==> src/rtl/alu_op_sequencer_if.sv <==
// Request/response handshake bundle between an operation initiator and the ALU sequencer.
// master drives requests and consumes responses; slave is the sequencer side.
interface alu_op_sequencer_if #(
  parameter int unsigned WIDTH = 32
);
  logic             req_valid;
  logic             req_ready;
  logic [2:0]       req_op;
  logic [WIDTH-1:0] req_a;
  logic [WIDTH-1:0] req_b;
  logic             rsp_valid;
  logic             rsp_ready;
  logic [WIDTH-1:0] rsp_y;
  logic             rsp_zero;
  logic             rsp_err;

  modport master (
    output req_valid, req_op, req_a, req_b, rsp_ready,
    input  req_ready, rsp_valid, rsp_y, rsp_zero, rsp_err
  );

  modport slave (
    input  req_valid, req_op, req_a, req_b, rsp_ready,
    output req_ready, rsp_valid, rsp_y, rsp_zero, rsp_err
  );
endinterface

==> src/rtl/alu_op_sequencer.sv <==
// Initiator-side front end for the datapath ALU: registers operands/select, captures the
// ALU result one cycle later, returns it over a response handshake and counts completions.
module alu_op_sequencer #(
  parameter int unsigned WIDTH     = 32,
  parameter int unsigned CNT_WIDTH = 16
) (
  input  logic                 clk,
  input  logic                 rst_n,
  alu_op_sequencer_if.slave    bus,
  output logic [WIDTH-1:0]     alu_a,
  output logic [WIDTH-1:0]     alu_b,
  output logic [2:0]           alu_select,
  input  logic [WIDTH-1:0]     alu_y,
  input  logic                 alu_zero,
  output logic [CNT_WIDTH-1:0] op_count
);
  localparam int unsigned OP_W = 3;
  localparam logic [OP_W-1:0] OP_CMP = 3'b110;

  typedef enum logic [1:0] {IDLE, EXEC, RESP} state_t;

  state_t               state;
  state_t               state_n;
  logic [WIDTH-1:0]     alu_a_n;
  logic [WIDTH-1:0]     alu_b_n;
  logic [OP_W-1:0]      alu_select_n;
  logic [WIDTH-1:0]     rsp_y_n;
  logic                 rsp_zero_n;
  logic                 rsp_err_n;
  logic [CNT_WIDTH-1:0] op_count_n;
  logic                 illegal_op;

  // Only 0xx and the compare code 110 exist in the ALU.
  assign illegal_op = alu_select[2] && (alu_select != OP_CMP);

  // State register
  always_ff @(posedge clk or negedge rst_n) begin
    if (!rst_n) state <= IDLE;
    else        state <= state_n;
  end

  // Next-state and next-value decode
  always_comb begin
    state_n      = state;
    alu_a_n      = alu_a;
    alu_b_n      = alu_b;
    alu_select_n = alu_select;
    rsp_y_n      = bus.rsp_y;
    rsp_zero_n   = bus.rsp_zero;
    rsp_err_n    = bus.rsp_err;
    op_count_n   = op_count;
    unique case (state)
      IDLE: begin
        if (bus.req_valid) begin
          alu_a_n      = bus.req_a;
          alu_b_n      = bus.req_b;
          alu_select_n = bus.req_op;
          state_n      = EXEC;
        end
      end
      EXEC: begin
        state_n = RESP;
        if (illegal_op) begin
          rsp_y_n    = '0;
          rsp_zero_n = 1'b0;
          rsp_err_n  = 1'b1;
        end else begin
          rsp_y_n    = alu_y;
          rsp_zero_n = alu_zero;
          rsp_err_n  = 1'b0;
        end
      end
      RESP: begin
        if (bus.rsp_ready) begin
          op_count_n = op_count + CNT_WIDTH'(1);
          state_n    = IDLE;
        end
      end
      default: state_n = IDLE;
    endcase
  end

  // Registered outputs; handshake flags are decoded from the next state so they track the FSM
  always_ff @(posedge clk or negedge rst_n) begin
    if (!rst_n) begin
      alu_a         <= '0;
      alu_b         <= '0;
      alu_select    <= '0;
      bus.rsp_y     <= '0;
      bus.rsp_zero  <= 1'b0;
      bus.rsp_err   <= 1'b0;
      bus.req_ready <= 1'b1;
      bus.rsp_valid <= 1'b0;
      op_count      <= '0;
    end else begin
      alu_a         <= alu_a_n;
      alu_b         <= alu_b_n;
      alu_select    <= alu_select_n;
      bus.rsp_y     <= rsp_y_n;
      bus.rsp_zero  <= rsp_zero_n;
      bus.rsp_err   <= rsp_err_n;
      bus.req_ready <= (state_n == IDLE);
      bus.rsp_valid <= (state_n == RESP);
      op_count      <= op_count_n;
    end
  end
endmodule

==> src/flat_wrapper.sv <==
// flat-port wrapper written by rule: the top's interface ports become plain ports
module alu_op_sequencer_flat 
#(
  parameter int unsigned WIDTH     = 32,
  parameter int unsigned CNT_WIDTH = 16
)
  (clk, rst_n, alu_a, alu_b, alu_select, alu_y, alu_zero, op_count, bus_req_valid, bus_req_op, bus_req_a, bus_req_b, bus_rsp_ready, bus_req_ready, bus_rsp_valid, bus_rsp_y, bus_rsp_zero, bus_rsp_err);
  alu_op_sequencer_if #(.WIDTH(WIDTH)) bus_i ();
  input  logic clk;
  input  logic rst_n;
  output logic [WIDTH-1:0] alu_a;
  output logic [WIDTH-1:0] alu_b;
  output logic [2:0] alu_select;
  input  logic [WIDTH-1:0] alu_y;
  input  logic alu_zero;
  output logic [CNT_WIDTH-1:0] op_count;
  input wire logic [$bits(bus_i.req_valid)-1:0] bus_req_valid;
  input wire logic [$bits(bus_i.req_op)-1:0] bus_req_op;
  input wire logic [$bits(bus_i.req_a)-1:0] bus_req_a;
  input wire logic [$bits(bus_i.req_b)-1:0] bus_req_b;
  input wire logic [$bits(bus_i.rsp_ready)-1:0] bus_rsp_ready;
  output wire logic [$bits(bus_i.req_ready)-1:0] bus_req_ready;
  output wire logic [$bits(bus_i.rsp_valid)-1:0] bus_rsp_valid;
  output wire logic [$bits(bus_i.rsp_y)-1:0] bus_rsp_y;
  output wire logic [$bits(bus_i.rsp_zero)-1:0] bus_rsp_zero;
  output wire logic [$bits(bus_i.rsp_err)-1:0] bus_rsp_err;
  assign bus_i.req_valid = bus_req_valid;
  assign bus_i.req_op = bus_req_op;
  assign bus_i.req_a = bus_req_a;
  assign bus_i.req_b = bus_req_b;
  assign bus_i.rsp_ready = bus_rsp_ready;
  assign bus_req_ready = bus_i.req_ready;
  assign bus_rsp_valid = bus_i.rsp_valid;
  assign bus_rsp_y = bus_i.rsp_y;
  assign bus_rsp_zero = bus_i.rsp_zero;
  assign bus_rsp_err = bus_i.rsp_err;
  alu_op_sequencer #(.WIDTH(WIDTH), .CNT_WIDTH(CNT_WIDTH)) u_core (.clk(clk), .rst_n(rst_n), .bus(bus_i), .alu_a(alu_a), .alu_b(alu_b), .alu_select(alu_select), .alu_y(alu_y), .alu_zero(alu_zero), .op_count(op_count));
endmodule
==> config.mk <==
export PLATFORM = sky130hd
export DESIGN_NAME = alu_op_sequencer_flat
export DESIGN_NICKNAME = d
export VERILOG_FILES = /design/src/rtl/alu_op_sequencer_if.sv /design/src/rtl/alu_op_sequencer.sv /design/src/flat_wrapper.sv
export SDC_FILE = /design/constraint.sdc
export NUM_CORES = 1
export LEC_CHECK = 0
export ABC_AREA = 1
export CORE_MARGIN = 4
export CORE_UTILIZATION = 41
export CTS_CLUSTER_SIZE = 40
export DETAILED_ROUTE_END_ITERATION = 8
export GPL_TIMING_DRIVEN = 1
export PLACE_DENSITY_LB_ADDON = 0.15
export SLEW_MARGIN = 20
export SYNTH_ARGS = -nofsm -noshare
export SYNTH_HDL_FRONTEND = slang
export SYNTH_SLANG_ARGS = --single-unit
==> constraint.sdc <==
create_clock -name clk -period 1.95 [get_ports clk]
set_clock_uncertainty 0.15 [all_clocks]
set_input_delay 0.195 -clock clk [delete_from_list [all_inputs] [get_ports clk]]
set_output_delay 0.195 -clock clk [all_outputs]
set_load 0.02 [all_outputs]
**Word level (Yosys, flattened, before mapping)**

Index checks and enable logic that the tools add are counted.

- Add/sub/neg operators: 1
- Equality and inequality tests: 4
- Mux-type cells: 6
- Reductions and logical operators: 5

Operators with widths:

| operator | number |
|---|---|
| $mux 32 | 1 |
| $add 16x1->16 const B | 1 |
| $pmux 2 s3 | 1 |
| $eq 2x2->1 const B | 2 |
| $logic_not 2->1 | 2 |
| $mux 2 | 2 |
| $reduce_and 2->1 | 2 |
| $ne 3x3->1 const B | 1 |
| $eq 2x1->1 const B | 1 |
| $mux 1 | 2 |
| $logic_and 1x1->1 | 1 |

- Register bits: 121

**Longest topological paths before layout**

- Depth in word-level cells: 3
- Gate-level depth with buffers: 9
- Mapped depth without buffers: 9

**Least setup slack after synthesis**

Ideal clock, no wire load.

- Path type: flip-flop to flip-flop
- Start point: register u_core.op_count[0]
- End point: register u_core.op_count[14]
- Library setup time: 0.113 ns
- Arrival time: 1.309 ns
- Data required time: 1.687 ns
- Path slack: 0.378 ns
- Stages on the path, launching flop included: 9
- Cells stage by stage: dfrtp_1 ha_1 inv_1 nor2_2 nand2_1 nor2_4 nand3_1 nand2_1 inv_1

- Cells in the longest elaborated chain, start to end: 1

RTL lines:

| item | line | source |
|---|---|---|
| start, declared | alu_op_sequencer.sv:15 | `output logic [CNT_WIDTH-1:0] op_count` |
| start signal, assigned | alu_op_sequencer.sv:104 | `op_count <= op_count_n;` |
| $add 16x1->16 | alu_op_sequencer.sv:75 | `op_count_n = op_count + CNT_WIDTH'(1);` |

Every way passes these cells.
A chain may end at the register's enable or synchronous reset.

**Final worst setup path**

- Start point: register u_core.bus.req_ready
- End point: output port bus_req_ready

RTL lines:

| item | line | source |
|---|---|---|
| start, declared | alu_op_sequencer_if.sv:24 | `output req_ready, rsp_valid, rsp_y, rsp_zero, rsp_err` |
| start signal, assigned | alu_op_sequencer.sv:102 | `bus.req_ready <= (state_n == IDLE);` |
| end, declared | flat_wrapper.sv:22 | `output wire logic [$bits(bus_i.req_ready)-1:0] bus_req_ready;` |

No word-level cell between the ends.

==> summary.md <==
| Metric | Value |
|---|---|
| Status | `finished clean` |
| Final worst-path cycle share | `0.965` |
| Share of flip-flops with an asynchronous set or reset | `1.00` |
| Synthesized area | `4760 um2` |
| First-pass GRT wire length | `21500 um` |
| Die H | `116 um` |
| Effective utilization at floorplan | `0.418` |
| GRT Total Usage | `0.208` |
| Worst Max-Slew Pin Slew | `about 0.60 ns` |
| Total vias in the final route | `4040` |
| Setup crit start | `u_core.bus.req_ready` |
| Max clock buf depth | `2` |
| Area leader, netlist | `dfrtp_1` |
| Root buffer selected by CTS | `clkbuf_16` |
| Drc violations | `0` |
| CP top delay family | `buffers and inverters` |
| Pins over their slew limit | `0` |
| Worst Setup Start Kind | `flop` |
| Critical Path End Type | `output pin` |
| CP Data Arrival Time | `1.54 ns` |
| Total power | `13000 uW` |
| Post-Synthesis Cells | `478` |
| Yosys warns | `0` |
| Max FO, Critical Path | `1` |
| Clk slew on worst S/H paths | `0.05 ns` |
| Peak supply drop | `1.06 mV` |
| 1st-pass router iterations | `4` |
| N_diodes | `0` |
| Crit path kind | `flop to output pin` |
| Top area cells in the synthesized netlist | `dfrtp_1 (63%), nand2_1 (19%), a22o_1 (6.1%), buf_6 (1.4%), inv_1 (1.1%)` |
| HP Class | `primary input to asynchronous set/reset pin` |
| Yosys cell types | `24` |
| Total grt overflow | `0` |
| Reg2reg start | `u_core.op_count[0]` |
| Synth Register Bits | `121` |
| H-tree levels | `4` |
| Largest net degree at the start of global routing | `50` |
| Critical Path Slowest Stage Cell | `clkdlybuf4s50_1` |
| RSZ-0062 raised after global routing | `false` |
| Synth top area share | `0.631` |
| Syn nets | `583` |
| F_max | `531 MHz` |
| Required time worst endpoint | `1.60 ns` |
| Post-CTS Repair Setup Buffers | `0` |
| CP max stage delay | `0.62 ns` |
| CTS tree | `done` |
| Initial DRC Count | `211` |
| Post-synth EDFFs | `0` |
| Placed cells | `about 830` |
| Max Cap Viol | `0` |
| Vias in the first global route | `4309` |
| Routability cong. | `0.809` |
| Commonest cells post-synth | `nand2_1 (236), dfrtp_1 (120), a22o_1 (33)` |
| Final hold vios | `0` |
| Fin cells | `865` |
| Core region area | `11400 um2` |
| Final ANT Viol Nets | `0` |
| Via density | `4.67` |
| Clock sink count | `between 100 and 150` |
| Buffer and inverter count on the worst path | `1` |
| Fin crit period | `between 1.5 and 2 ns` |
| Worst-Skew Late Latency | `0.41 ns` |
| Pleak | `0.00368 uW` |
| I/O Buffers | `222` |
| Antenna violations before repair | `0` |
| Sequential fraction of the synthesis area | `0.637` |
| Mean Syn Cell Area | `9.95 um2` |
| WL/cell | `15.4 um` |
| Io pins | `223` |
| Pwr per Cell Area | `around 1700 nW/um2` |
| Final HPWL DP | `~9700 um` |
| Cells along the critical path | `clkdlybuf4s50_1` |
| Die area | `13400 um2` |
| Die X-Extent | `116 um` |
| Final #Nets | `815` |
| CTS buffer count | `17` |
| Share of layout cells above drive strength 1 | `0.0817` |
| Main flop type after synthesis | `dfrtp_1` |
| Top-count cell post-synth | `nand2_1` |
| Rows | `39` |
| Setup tns final | `0 ns` |
| Final setup violation count | `0` |
| Max_slew headroom | `0.602` |
| Area delta synth->final | `62.9%` |
| Routed wire length | `roughly 13000 um` |
==> final timing paths <==
check	endpoint	slack, ns	depth (start not counted)
worst max-delay path	bus_req_ready	0.07	1
worst min-delay path	u_core.bus.rsp_err	0.12	2
worst max register to register	u_core.op_count[14]	0.32	8
worst min register to register	u_core.alu_a[3]	0.32	2
max in group asynchronous	u_core.bus.req_ready	0.97	3
min in group clk	u_core.alu_a[21]	0.17	3
==> logic make-up (layout without fill, tap and decap cells) <==
kind of cell	Yosys count	after routing	share of synthesized area
DFF	121	121	0.637
AOI/OAI and AO/OA	37	37	0.0650
xor gates and xnor gates	10	10	0.0184
adders and majority gates	1	1	0.00263
buffers and inverters	39	283	0.0466
and+or+nand+nor	270	270	0.231
==> layer usage <==
| metal | up-vias | routed length [um] | global-route usage |
|---|---|---|---|
| met5 | - | 0 | 0 |
| met4 | 0 | 241 | 0.0727 |
| li1 | 1971 | - | - |
| met1 | 1909 | 5300 | 0.240 |
| met2 | 143 | 6610 | 0.344 |
| met3 | 17 | 1210 | 0.0956 |
==> cells in the final DEF, fill, tap and decap left out, drive strengths merged <==
master,instances
dfrtp,120
buf,11
clkbuf,22
clkdlybuf4s50,221
clkinv,6
nor3,3
ha,1
nand4,5
nor2,16
bufinv,3
dlygate4sd3,1
xor2,5
xnor2,5
nand3,8
a22o,33
o21ai,4
dfstp,1
inv,19
nand2,238
==> flip-flops by register name, summed over array words and instances (netlist names) <==
register and count:
u_core.alu_a 32, u_core.alu_b 32, u_core.alu_select 3, u_core.bus.req_ready 1, u_core.bus.rsp_err 1, u_core.bus.rsp_valid 1, u_core.bus.rsp_y 32, u_core.bus.rsp_zero 1
u_core.op_count 16, u_core.state 2
==> area by class of cell <==
| cell class | count | area (um2) |
|---|---|---|
| Tap cell | 143 | 179 |
| Inverter | 19 | 71.3 |
| Multi-Input combinational cell | 318 | 1510 |
| Clock inverter | 9 | 120 |
| Fill cell | 893 | 3620 |
| Sequential cell | 121 | 3030 |
| Timing Repair Buffer | 233 | 2350 |
| Clock buffer | 22 | 484 |
==> metrics by stage <==
stage	instance area, um2	hold slack [ns]	util	setup WS (ns)
after global placement	7140	0.0120	0.628	0.281
after global routing	7750	0.142	0.682	0.0108
after floorplan	4760	-0.251	-	0.378
after CTS	7750	0.125	0.682	0.0482
after detailed placement	7140	0.0123	0.628	0.241
final	7750	0.120	0.682	0.0683
==> report_power, final <==
group | total (uW) | switching [uW] | internal (uW)
sequential | 4220 | 649 | 3580
combinational | 5580 | 2950 | 2630
clock | 3170 | 1050 | 2120
==> what timing repair did <==
action,CTS,global route
endpoints found under the hold margin,120,0
gates resized for setup,0,0
hold buffers,1,0
Power figures use the tool's default switching activity.
